### src/rtl/uart_pkg.sv
// ---------------------------------------------------------------------------
// uart_pkg -- shared definitions for the UART receiver.
//   DATA_W             : number of data bits per frame (8)
//   uart_state_t       : FSM state encoding type, with ST_* constants
//   calc_clks_per_bit  : integer floor of clk_freq / baud_rate
//   calc_cnt_width     : width of a counter that must hold clks-1
// Optional feature macro: UART_RX_PARITY_EN (adds the PARITY state).
// ---------------------------------------------------------------------------
package uart_pkg;

    localparam int DATA_W = 8;

    typedef logic [2:0] uart_state_t;

    localparam uart_state_t ST_IDLE   = 3'd0;
    localparam uart_state_t ST_START  = 3'd1;
    localparam uart_state_t ST_DATA   = 3'd2;
`ifdef UART_RX_PARITY_EN
    localparam uart_state_t ST_PARITY = 3'd3;
`endif
    localparam uart_state_t ST_STOP   = 3'd4;

    function automatic int calc_clks_per_bit(input int clk_freq, input int baud_rate);
        return clk_freq / baud_rate;
    endfunction

    // A counter counting 0..clks-1 never needs fewer than one bit.
    function automatic int calc_cnt_width(input int clks);
        if (clks > 1) begin
            return $clog2(clks);
        end else begin
            return 1;
        end
    endfunction

endpackage

### src/rtl/uart_rx_if.sv
// ---------------------------------------------------------------------------
// uart_rx_if -- serial line and result signals of the UART receiver.
//   rx           : serial line into the receiver, idle high
//   rx_data      : last correctly received byte
//   rx_done_flag : one-cycle pulse, new byte valid on rx_data
//   frame_err    : one-cycle pulse, stop bit sampled low
//   parity_err   : one-cycle pulse, parity mismatch (UART_RX_PARITY_EN only)
// master = line driver / result consumer, slave = the receiver.
// ---------------------------------------------------------------------------
interface uart_rx_if;
    import uart_pkg::*;

    logic              rx;
    logic [DATA_W-1:0] rx_data;
    logic              rx_done_flag;
    logic              frame_err;
    logic              parity_err;

    modport master (
        output rx,
        input  rx_data,
        input  rx_done_flag,
        input  frame_err,
        input  parity_err
    );

    modport slave (
        input  rx,
        output rx_data,
        output rx_done_flag,
        output frame_err,
        output parity_err
    );

endinterface

### src/rtl/uart_rx_sync.sv
// ---------------------------------------------------------------------------
// uart_rx_sync -- two-flop synchronizer for the asynchronous rx line.
//   clk : system clock
//   rst : synchronous active-high reset (flops reset to 1 = idle line)
//   d   : asynchronous input
//   q   : synchronized output
// ---------------------------------------------------------------------------
module uart_rx_sync (
    input  logic clk,
    input  logic rst,
    input  logic d,
    output logic q
);

    logic s1_d, s1_q;
    logic s2_d, s2_q;

    // Next-state of the two synchronizer stages.
    always_comb begin
        s1_d = d;
        s2_d = s1_q;
    end

    // Synchronizer stage registers.
    always_ff @(posedge clk) begin
        if (rst) begin
            s1_q <= 1'b1;
            s2_q <= 1'b1;
        end else begin
            s1_q <= s1_d;
            s2_q <= s2_d;
        end
    end

    assign q = s2_q;

endmodule

### src/rtl/uart_rx.sv
// ---------------------------------------------------------------------------
// uart_rx -- UART receiver, 8N1 (or 8E1 with UART_RX_PARITY_EN defined).
//   Parameters: CLK_FREQ (Hz), BAUD_RATE (baud)
//   clk  : system clock, all logic on posedge
//   rst  : synchronous active-high reset
//   bus  : uart_rx_if.slave (rx in; rx_data, rx_done_flag, frame_err,
//          parity_err out, all outputs registered)
// Macro UART_RX_PARITY_EN: adds an even-parity bit between data and stop.
// ---------------------------------------------------------------------------
module uart_rx #(
    parameter int CLK_FREQ  = 50_000_000,
    parameter int BAUD_RATE = 115200
) (
    input  logic     clk,
    input  logic     rst,
    uart_rx_if.slave bus
);
    import uart_pkg::*;

    localparam int CLKS_PER_BIT = calc_clks_per_bit(CLK_FREQ, BAUD_RATE);
    localparam int CNT_W        = calc_cnt_width(CLKS_PER_BIT);
    localparam int HALF_M1      = (CLKS_PER_BIT / 2 > 0) ? (CLKS_PER_BIT / 2 - 1) : 0;

    localparam logic [CNT_W-1:0] HALF_LAST = CNT_W'(HALF_M1);
    localparam logic [CNT_W-1:0] BIT_LAST  = CNT_W'(CLKS_PER_BIT - 1);

    logic              rx_s;
    logic              fell_s;
    uart_state_t       state_d, state_q;
    logic [CNT_W-1:0]  cnt_d, cnt_q;
    logic [2:0]        bit_d, bit_q;
    logic [DATA_W-1:0] shift_d, shift_q;
    logic              prev_d, prev_q;
    logic [1:0]        settle_d, settle_q;
    logic [DATA_W-1:0] rx_data_d, rx_data_q;
    logic              done_d, done_q;
    logic              ferr_d, ferr_q;
`ifdef UART_RX_PARITY_EN
    logic              par_d, par_q;
    logic              perr_d, perr_q;
`endif

    uart_rx_sync u_sync (
        .clk (clk),
        .rst (rst),
        .d   (bus.rx),
        .q   (rx_s)
    );

    // A start edge needs the line to have been seen high (after the
    // synchronizer has flushed its reset value) and now to be low.
    assign fell_s = prev_q & ~rx_s;

    // Receiver FSM, bit timing and output pulse generation.
    always_comb begin
        state_d   = state_q;
        cnt_d     = cnt_q;
        bit_d     = bit_q;
        shift_d   = shift_q;
        rx_data_d = rx_data_q;
        done_d    = 1'b0;
        ferr_d    = 1'b0;
        settle_d  = {settle_q[0], 1'b1};
`ifdef UART_RX_PARITY_EN
        par_d     = par_q;
        perr_d    = 1'b0;
`endif
        // Until two cycles after reset the synchronizer shows its reset
        // value, not the line, so it must not count as "seen high".
        if (settle_q[1]) begin
            prev_d = rx_s;
        end else begin
            prev_d = 1'b0;
        end

        case (state_q)
            ST_IDLE: begin
                if (fell_s) begin
                    state_d = ST_START;
                    cnt_d   = '0;
                end else begin
                    state_d = ST_IDLE;
                end
            end
            ST_START: begin
                if (cnt_q == HALF_LAST) begin
                    cnt_d = '0;
                    bit_d = 3'd0;
                    if (!rx_s) begin
                        state_d = ST_DATA;
                    end else begin
                        state_d = ST_IDLE;
                    end
                end else begin
                    cnt_d = cnt_q + CNT_W'(1);
                end
            end
            ST_DATA: begin
                if (cnt_q == BIT_LAST) begin
                    cnt_d   = '0;
                    shift_d = {rx_s, shift_q[DATA_W-1:1]};
                    if (bit_q == 3'd7) begin
`ifdef UART_RX_PARITY_EN
                        state_d = ST_PARITY;
`else
                        state_d = ST_STOP;
`endif
                    end else begin
                        bit_d = bit_q + 3'd1;
                    end
                end else begin
                    cnt_d = cnt_q + CNT_W'(1);
                end
            end
`ifdef UART_RX_PARITY_EN
            ST_PARITY: begin
                if (cnt_q == BIT_LAST) begin
                    cnt_d   = '0;
                    par_d   = rx_s;
                    state_d = ST_STOP;
                end else begin
                    cnt_d = cnt_q + CNT_W'(1);
                end
            end
`endif
            ST_STOP: begin
                if (cnt_q == BIT_LAST) begin
                    cnt_d   = '0;
                    state_d = ST_IDLE;
                    if (rx_s) begin
                        rx_data_d = shift_q;
                        done_d    = 1'b1;
                    end else begin
                        ferr_d    = 1'b1;
                    end
`ifdef UART_RX_PARITY_EN
                    // Even parity: data bits plus parity bit XOR to 0.
                    perr_d = ^{shift_q, par_q};
`endif
                end else begin
                    cnt_d = cnt_q + CNT_W'(1);
                end
            end
            default: begin
                state_d = ST_IDLE;
                cnt_d   = '0;
            end
        endcase
    end

    // State, datapath and output registers.
    always_ff @(posedge clk) begin
        if (rst) begin
            state_q   <= ST_IDLE;
            cnt_q     <= '0;
            bit_q     <= 3'd0;
            shift_q   <= 8'h00;
            prev_q    <= 1'b0;
            settle_q  <= 2'b00;
            rx_data_q <= 8'h00;
            done_q    <= 1'b0;
            ferr_q    <= 1'b0;
`ifdef UART_RX_PARITY_EN
            par_q     <= 1'b0;
            perr_q    <= 1'b0;
`endif
        end else begin
            state_q   <= state_d;
            cnt_q     <= cnt_d;
            bit_q     <= bit_d;
            shift_q   <= shift_d;
            prev_q    <= prev_d;
            settle_q  <= settle_d;
            rx_data_q <= rx_data_d;
            done_q    <= done_d;
            ferr_q    <= ferr_d;
`ifdef UART_RX_PARITY_EN
            par_q     <= par_d;
            perr_q    <= perr_d;
`endif
        end
    end

    assign bus.rx_data      = rx_data_q;
    assign bus.rx_done_flag = done_q;
    assign bus.frame_err    = ferr_q;
`ifdef UART_RX_PARITY_EN
    assign bus.parity_err   = perr_q;
`else
    assign bus.parity_err   = 1'b0;
`endif

endmodule

### src/flat_wrapper.sv
// flat-port wrapper written by rule: the top's interface ports become plain ports
module uart_rx_flat import uart_pkg::*;
#(
    parameter int CLK_FREQ  = 50_000_000,
    parameter int BAUD_RATE = 115200
)
  (clk, rst, bus_rx, bus_rx_data, bus_rx_done_flag, bus_frame_err, bus_parity_err);
  uart_rx_if bus_i ();
  input  logic clk;
  input  logic rst;
  input wire logic [$bits(bus_i.rx)-1:0] bus_rx;
  output wire logic [$bits(bus_i.rx_data)-1:0] bus_rx_data;
  output wire logic [$bits(bus_i.rx_done_flag)-1:0] bus_rx_done_flag;
  output wire logic [$bits(bus_i.frame_err)-1:0] bus_frame_err;
  output wire logic [$bits(bus_i.parity_err)-1:0] bus_parity_err;
  assign bus_i.rx = bus_rx;
  assign bus_rx_data = bus_i.rx_data;
  assign bus_rx_done_flag = bus_i.rx_done_flag;
  assign bus_frame_err = bus_i.frame_err;
  assign bus_parity_err = bus_i.parity_err;
  uart_rx #(.CLK_FREQ(CLK_FREQ), .BAUD_RATE(BAUD_RATE)) u_core (.clk(clk), .rst(rst), .bus(bus_i));
endmodule
### config.mk
export PLATFORM = sky130hd
export DESIGN_NAME = uart_rx_flat
export DESIGN_NICKNAME = d
export VERILOG_FILES = /design/src/rtl/uart_pkg.sv /design/src/rtl/uart_rx_if.sv /design/src/rtl/uart_rx_sync.sv /design/src/rtl/uart_rx.sv /design/src/flat_wrapper.sv
export SDC_FILE = /design/constraint.sdc
export NUM_CORES = 1
export LEC_CHECK = 0
export CAP_MARGIN = 20
export CELL_PAD_IN_SITES_DETAIL_PLACEMENT = 0
export CELL_PAD_IN_SITES_GLOBAL_PLACEMENT = 1
export CORE_MARGIN = 1
export CORE_UTILIZATION = 30
export CTS_CLUSTER_SIZE = 16
export DETAILED_ROUTE_END_ITERATION = 8
export PLACE_DENSITY_LB_ADDON = 0.25
export SETUP_SLACK_MARGIN = 0.4
export SYNTH_ARGS = -nofsm -noshare
export SYNTH_HDL_FRONTEND = slang
export SYNTH_SLANG_ARGS = --single-unit
### constraint.sdc
create_clock -name clk -period 1.6 [get_ports clk]
set_input_delay 0.4 -clock clk [delete_from_list [all_inputs] [get_ports clk]]
set_output_delay 0.4 -clock clk [all_outputs]
set_load 0.03 [all_outputs]
==> impl_metrics.toml, run 1 <==
[floorplanning]
start_util_pct = 31.2
fp.dieH_um = 77.9
fp.dieW_um = 77.9
core_um2 = 5540
row_count = 27
ioPinCount = 14
dieArea_um2 = 6070

[power]
leakage_uw = 0.00105
powerDensity_nw_per_um2 = 740
ir_worst_vdd_uv = 523

[global_routing]
grtUsageTotal_pct = 14.0
grt_first_pass_wirelength_mm = 6.76
grt_pass1_vias = 1437
grt_max_degree = 18
antenna_found_initial = 0
grt.overflow.total = 0

[run]
cap_violations = 0

[sta]
slew_viol_final = 0
setup_viol = 6
fin_worst_skew_ns = 0.00676
whs_ns = 0.411
final.min_clock_period_ns = 1.64
rsz0062_at_grt = "true"
clock.fmax_mhz = 608
hold_viol_final = 0
worst_slack_ns = -0.0434
fin_crit_sh_pct = 103

[logic_synthesis]
synth_cell_type_count = 43
ys_warn_count = 0
synth.most_common_cell = "dfxtp_1"
yosys-top-cells-count = "38 x dfxtp_1, 27 x nor2_1, 16 x mux2i_1, 10 x nand2_1, 9 x inv_1"
synth_top_cells_by_area = "dfxtp_1 44%, mux2i_1 9.3%, nor2_1 5.9%, ha_1 3.6%, a21oi_1 2.3%"
synthDominantCellAreaShare_pct = 44.0
yosysSeqAreaShare_pct = 44.0
syn_avg_cell_area_um2 = 9.20
ys_ff_latch = 38
yosys.area.top_type = "dfxtp_1"
async_flop_share_pct = 0
ys.flop_type = "dfxtp_1"
syn_area_um2 = 1730
synth_nets = 196
postSynthCellCount = 188
synth_edf_count = 0

[clocking]
clkSinkCount = 38
clock_latency_ns = 0.28
clk_pin_slew_ns = 0.08
numCtsBuffers = 5
ctsRootBufferMaster = "clkbuf_8"
clock_path_buffers = 2
tritoncts = "done"
cts_hold_buf = 0
htree_levels = 2

[drt]
dr.pass1.iters = 4
vias = 1467
totalWireLength_mm = 3.99
ant_nets = 0
drc = 0
via_per_inst = 4.84
routedWlPerCell_um = 13.2
drt_iter0_markers = 53

[final_layout]
nets = 238
area_growth_syn_to_layout_pct = 43.1
n_antenna_cell = 0
drive_above_1_share_pct = 39.8
fin_util_pct = 44.6

[critical_path]
worstRegToRegCells = 7
reg2reg_to = "u_core.cnt_q[6]$_SDFFE_PP0P_"
critical_path_arrival_ns = 1.85
rrSetupSlack_ns = -0.04
start_kind = "flop"
crit_type = "flop to flop"
r2r_start = "u_core.cnt_q[1]$_SDFFE_PP0P_"
cp.required_ns = 1.81
critPathMaxFanout = 5
end_kind = "flop"

[worst_hold_path]
whs_path_depth = 1
holdPathEnd = "u_core.u_sync.q$_SDFF_PP1_"
min_from = "u_core.u_sync.s1_q$_SDFF_PP1_"
hold_path.class = "flop to flop"

[outcome]
violations = "setup timing"
outcome = "finished with violations"

[placed_design]
port_buffers = 12
place_hpwl_mm = 2.67
gpl.final_weighted_congestion = 0.775
==> critical path, stage by stage, from the launching register on <==
cell and delay (ns):
dfxtp_2 0.33, inv_2 0.05, ha_4 0.14, and4b_2 0.26
a2111oi_4 0.34, buf_4 0.21, o21ai_2 0.05, a22oi_1 0.18
==> logic make-up (layout without fill, tap and decap cells) <==
logic type / count (synthesis) / count (layout) / synth area share (%)
AND/OR/NAND/NOR: 74 / 74 / 23.5
buffers and inverters: 19 / 62 / 4.92
AO/OA/AOI/OAI: 34 / 34 / 14.0
XOR/XNOR: 1 / 1 / 0.507
other: 1 / 1 / 0.217
flip-flops: 38 / 38 / 44.0
multiplexers: 16 / 16 / 9.26
adder cells (fa/ha/maj): 5 / 5 / 3.62
==> placed cells by master (no fill, tap or decap), types with 2 or more instances in the layout <==
cell and count:
or2_2 2, mux2i_1 15, nand3b_1 3, and4_1 2
clkbuf_8 5, buf_4 28, dfxtp_1 28, a22oi_1 4
nand4_1 4, buf_12 2, clkinvlp_4 2, buf_6 12
nor4_1 2, a21oi_1 4, nand3_1 3, nor2_2 2
ha_4 4, inv_1 7, nor4b_4 2, nand2b_1 2
nor2_1 25, o21ai_1 5, a21oi_2 5, nand3_2 2
o22ai_1 3, nand2_1 9, o21bai_1 2, dfxtp_2 10
and3_1 2, inv_2 2, o31a_1 2, nor2b_1 2
==> how the worst max path moves through the flow <==
stage	from	cells past startpoint	to	slack [ns]
5_1_grt	u_core.cnt_q[1]$_SDFFE_PP0P_	7	u_core.cnt_q[3]$_SDFFE_PP0P_	-0.11
4_1_cts	u_core.cnt_q[1]$_SDFFE_PP0P_	7	u_core.cnt_q[4]$_SDFFE_PP0P_	-0.03
2_1_floorplan	u_core.cnt_q[1]$_SDFFE_PP0P_	7	u_core.cnt_q[5]$_SDFFE_PP0P_	-0.06
6_report	u_core.cnt_q[1]$_SDFFE_PP0P_	7	u_core.cnt_q[6]$_SDFFE_PP0P_	-0.04
3_3_place_gp	rst	6	u_core.cnt_q[6]$_SDFFE_PP0P_	-0.30
3_5_place_dp	rst	6	u_core.cnt_q[6]$_SDFFE_PP0P_	-0.34
==> per-stage QoR <==
step | worst slack (ns) | std cells | power [uW] | setup TNS, ns | area [um^2]
6_report | -0.0434 | 303 | 1830 | -0.154 | 2470
5_1_grt | -0.111 | 303 | 1900 | -1.10 | 2470
4_1_cts | -0.0294 | 300 | 1840 | -0.0842 | 2380
3_5_place_dp | -0.342 | 284 | 1030 | -2.19 | 2100
3_3_place_gp | -0.303 | 284 | 1020 | -2.09 | 2100
2_1_floorplan | -0.0574 | 188 | 1010 | -0.264 | 1760
==> sequential cells by signal, indices dropped and copies added, names as in the netlist <==
signal                   cells
u_core.bus.rx_done_flag      1
u_core.settle_q              2
u_core.bus.rx_data           8
u_core.shift_q               8
u_core.u_sync.s1_q           1
u_core.cnt_q                 9
u_core.state_q               3
u_core.bit_q                 3
u_core.bus.frame_err         1
u_core.u_sync.q              1
u_core.prev_q                1
==> per-layer routing <==
layer | up-vias | GRT usage, % | part of all wire (%)
met1 | 705 | 17.2 | 47
met4 | 0 | 4.07 | 0.48
li1 | 748 | - | -
met2 | 12 | 24.1 | 50
met5 | - | 0 | 0
met3 | 2 | 3.41 | 2.1
==> layout make-up <==
cell class                 count  area (um^2)
fill                         541         3070
multi-input combinational    131         1040
sequential                    38          773
timing repair buffer          45          419
tap                           72         90.1
clock buffer                   5         68.8
clock inverter                 3         45.0
inverter                       9         33.8
==> timing repair <==
| item | in CTS | in global routing |
|---|---|---|
| gates resized for setup | 94 | 25 |
| setup endpoints to repair | 47 | 44 |
| pin swaps | 18 | 7 |
| setup buffers | 7 | 3 |
| gates cloned | 1 | 0 |
==> report_power, final <==
| part | internal [uW] | total, uW | switching [uW] |
|---|---|---|---|
| registers | 952 | 956 | 4.40 |
| logic | 31.7 | 65.9 | 34.2 |
| clock network | 464 | 809 | 346 |
| total | 1450 | 1830 | 384 |
Note: power is estimated with default switching activity, not from simulation.
==> run 2, diff against run 1 <==
--- a/config.mk
+++ b/config.mk
@@ -9,11 +9,13 @@
 export CELL_PAD_IN_SITES_DETAIL_PLACEMENT = 0
 export CELL_PAD_IN_SITES_GLOBAL_PLACEMENT = 1
 export CORE_MARGIN = 1
-export CORE_UTILIZATION = 30
+export CORE_UTILIZATION = 39
 export CTS_CLUSTER_SIZE = 16
 export DETAILED_ROUTE_END_ITERATION = 8
+export GPL_TIMING_DRIVEN = 0
 export PLACE_DENSITY_LB_ADDON = 0.25
 export SETUP_SLACK_MARGIN = 0.4
 export SYNTH_ARGS = -nofsm -noshare
 export SYNTH_HDL_FRONTEND = slang
+export SYNTH_HIERARCHICAL = 1
 export SYNTH_SLANG_ARGS = --single-unit
==> run 2 against run 1 <==
Against the previous run: the flow still finishes with violations (setup timing); critical path type unchanged; sequential share of layout area decreased by 1.4 points; via count increased by 4.2%; largest cell class unchanged; power increased by 11%; largest power group is now the clock network; global-route usage increased by 6.2 points; routed wire length increased by 13%; first-iteration DRC count increased by 130%; critical endpoint is now u_core/bit_q[1]$_SDFFE_PP0P_; register-to-register slack got worse by 0.08 ns; synthesized cell count decreased by 2.7%; clock skew decreased by 0.0013 ns; fmax decreased by 4.4%; highest routed layer unchanged; setup slack got worse by 0.076 ns.
==> impl_metrics.toml, run 2 <==
[sta]
fin_worst_skew_ns = 0.00550
slew_viol_final = 0
final.min_clock_period_ns = 1.72
maxSlewHeadroom_pct = 65.8
rsz0062_at_grt = "true"
fin_crit_sh_pct = 107
tightest_slew_ns = 0.512
setup_viol = 29
finalSetupTns_ns = -1.30
hold_viol_final = 0
clock.fmax_mhz = 582
worst_slack_ns = -0.120

[final_layout]
multi_input_area_um2 = 1140
area_growth_syn_to_layout_pct = 53.3
fillCellCount = 333
nets = 237
drive_above_1_share_pct = 48.3
n_antenna_cell = 0
final_common_cell = "dfxtp_1"
largest_register_ff_count = 9
fin_util_pct = 63.7
regArea_um2 = 783
final_cell_mix = "22 x dfxtp_1, 21 x buf_4, 20 x buf_6, 18 x nor2_1, 16 x mux2i_1"
largest-register = "u_core/cnt_q"
final-instance-count-excl-fill = 280
final_cell_area_um2 = 2620

[clocking]
numCtsBuffers = 5
clock_path_buffers = 2
cts_hold_buf = 0
clock_latency_ns = 0.29
clkSinkCount = 38
clk_pin_slew_ns = 0.07
tritoncts = "done"
ctsRootBufferMaster = "clkbuf_8"
htree_levels = 2

[global_routing]
use_met3_pct = 4.50
grt_pass1_vias = 1504
grt_first_pass_wirelength_mm = 6.92
grt_max_degree = 13
grt-busiest-layer = "met2"
globalRouteMet2Util_pct = 35.3
met1_usage_pct = 24.1
antenna_found_initial = 0
grtUsageTotal_pct = 20.2
grt.overflow.total = 0

[floorplanning]
start_util_pct = 41.6
ioPinCount = 14
dieArea_um2 = 4650
fp.dieH_um = 68.2
core_um2 = 4120
row_count = 23
fp.dieW_um = 68.2

[critical_path]
rrSetupSlack_ns = -0.12
crit_type = "flop to flop"
end_kind = "flop"
start_kind = "flop"
critical_path_arrival_ns = 1.91
cp.required_ns = 1.79
r2r_start = "u_core/cnt_q[1]$_SDFFE_PP0P_"
reg2reg_to = "u_core/bit_q[1]$_SDFFE_PP0P_"
critPathMaxFanout = 4
worstRegToRegCells = 7

[worst_hold_path]
hold_path.class = "flop to flop"
min_from = "u_core/u_sync/s1_q$_SDFF_PP1_"
whs_path_depth = 1
holdPathEnd = "u_core/u_sync/q$_SDFF_PP1_"

[power]
ir_worst_vdd_uv = 551
p_int_uw = 1640
power.switching_uw = 385
leakage_uw = 0.00115
pwr-share-clk_pct = 49.7
powerDensity_nw_per_um2 = 772
switching_share_pct = 19.0
power_frac_seq_pct = 47.1
power_frac_comb_pct = 3.1

[logic_synthesis]
postSynthCellCount = 183
synthDominantCellAreaShare_pct = 44.5
syn_area_um2 = 1710
synth_cell_type_count = 42
yosysSeqAreaShare_pct = 44.5
yosys-top-cells-count = "38 x dfxtp_1, 20 x nor2_1, 16 x mux2i_1, 10 x nand2_1"
synth.most_common_cell = "dfxtp_1"
synth_edf_count = 0
ys_ff_latch = 38
yosys.area.top_type = "dfxtp_1"
syn_avg_cell_area_um2 = 9.35
ys.flop_type = "dfxtp_1"
ys_warn_count = 6
async_flop_share_pct = 0
synth_nets = 191
synth_top_cells_by_area = "dfxtp_1 44%, mux2i_1 9.4%, nor2_1 4.4%, ha_1 3.7%, a211oi_1 2.6%"

[placed_design]
place_hpwl_mm = 2.67
gpl.final_weighted_congestion = 0.790
port_buffers = 12
dp_cells = 245
placed_cell_area_um2 = 1920
pre_cts_ws_ns = -0.428

[drt]
totalWireLength_mm = 4.50
ant_nets = 0
drt_iter0_markers = 121
via_per_inst = 5.46
drc = 0
dr.pass1.iters = 4
vias = 1529
routedWlPerCell_um = 16.1

[outcome]
outcome = "finished with violations"
violations = "setup timing"

[run]
cap_violations = 0
run 2: cell count changes in the layout (fill, tap and decap cells not counted), moves of 4 or more:
cell	change
nor2_1	-7
a22oi_1	-4
dfxtp_2	+5
a211oi_2	+4
buf_4	-7
dfxtp_1	-6
o21ai_1	-4
buf_6	+8
run 2: routing by layer:
layer  share of wire, %  up-vias  routed length (um)
li1                   -      745                   -
met1                 44      747                1990
met2                 51       31                2320
met3                2.8        6                 126
met4                1.5        0                  68
met5                  0        -                   0
run 2: kinds of logic after synthesis:
group,share of synthesized area (%)
DFF,44.5
xor gates and xnor gates,2.05
other,0.219
muxes,9.36
adders and majority gates,3.66
AOI/OAI and AO/OA,14.1
and+or+nand+nor,21.1
buffers and inverters,5.05
run 2: cell type report:
class                           count  area share, %
Sequential cell                    38           29.9
Tap cell                           50           2.39
Clock buffer                        6           3.15
Buffer                             11           3.48
Timing Repair Buffer               39           14.2
Clock inverter                      2           2.29
Inverter                            8           1.24
Multi-Input combinational cell    126           43.4
run 2: power by group through the flow:
stage               Clock, uW  Sequential (uW)  Combinational (uW)
finish                   1010              954                63.2
global route             1070              955                69.5
CTS                      1030              954                52.5
detailed placement          0              978                43.4
global placement            0              977                42.2
floorplan                   0              976                29.2
run 2: through the flow:
stage | hold slack [ns] | total power [uW]
2_1_floorplan | 0.383 | 1010
3_3_place_gp | 0.389 | 1020
3_5_place_dp | 0.394 | 1020
4_1_cts | 0.412 | 2030
5_1_grt | 0.435 | 2090
6_report | 0.408 | 2020
run 2: critical path, cell delays in order, from the launching register on:
cell	delay, ns
dfxtp_2	0.34
inv_4	0.07
ha_4	0.12
nor4bb_4	0.18
buf_4	0.19
a21oi_2	0.10
or3_4	0.40
o41ai_2	0.21
run 2: worst max path at each step:
| stage | startpoint | depth (start not counted) | endpoint |
|---|---|---|---|
| floorplan | u_core/cnt_q[0]$_SDFFE_PP0P_ | 6 | u_core/bus.rx_data[7]$_SDFFE_PP0P_ |
| CTS | u_core/state_q[0]$_SDFFE_PP0P_ | 5 | u_core/bit_q[1]$_SDFFE_PP0P_ |
| finish | u_core/cnt_q[1]$_SDFFE_PP0P_ | 7 | u_core/bit_q[1]$_SDFFE_PP0P_ |
| detailed placement | u_core/cnt_q[5]$_SDFFE_PP0P_ | 5 | u_core/bus.rx_data[0]$_SDFFE_PP0P_ |
| global route | u_core/cnt_q[1]$_SDFFE_PP0P_ | 7 | u_core/bit_q[2]$_SDFFE_PP0P_ |
| global placement | u_core/cnt_q[5]$_SDFFE_PP0P_ | 5 | u_core/bus.rx_data[7]$_SDFFE_PP0P_ |
run 2: repair_timing:
action / CTS / global route
endpoints found under the setup margin: 44 / 43
pin swaps: 9 / 13
buffers inserted: 23 / 4
resized for setup: 105 / 48
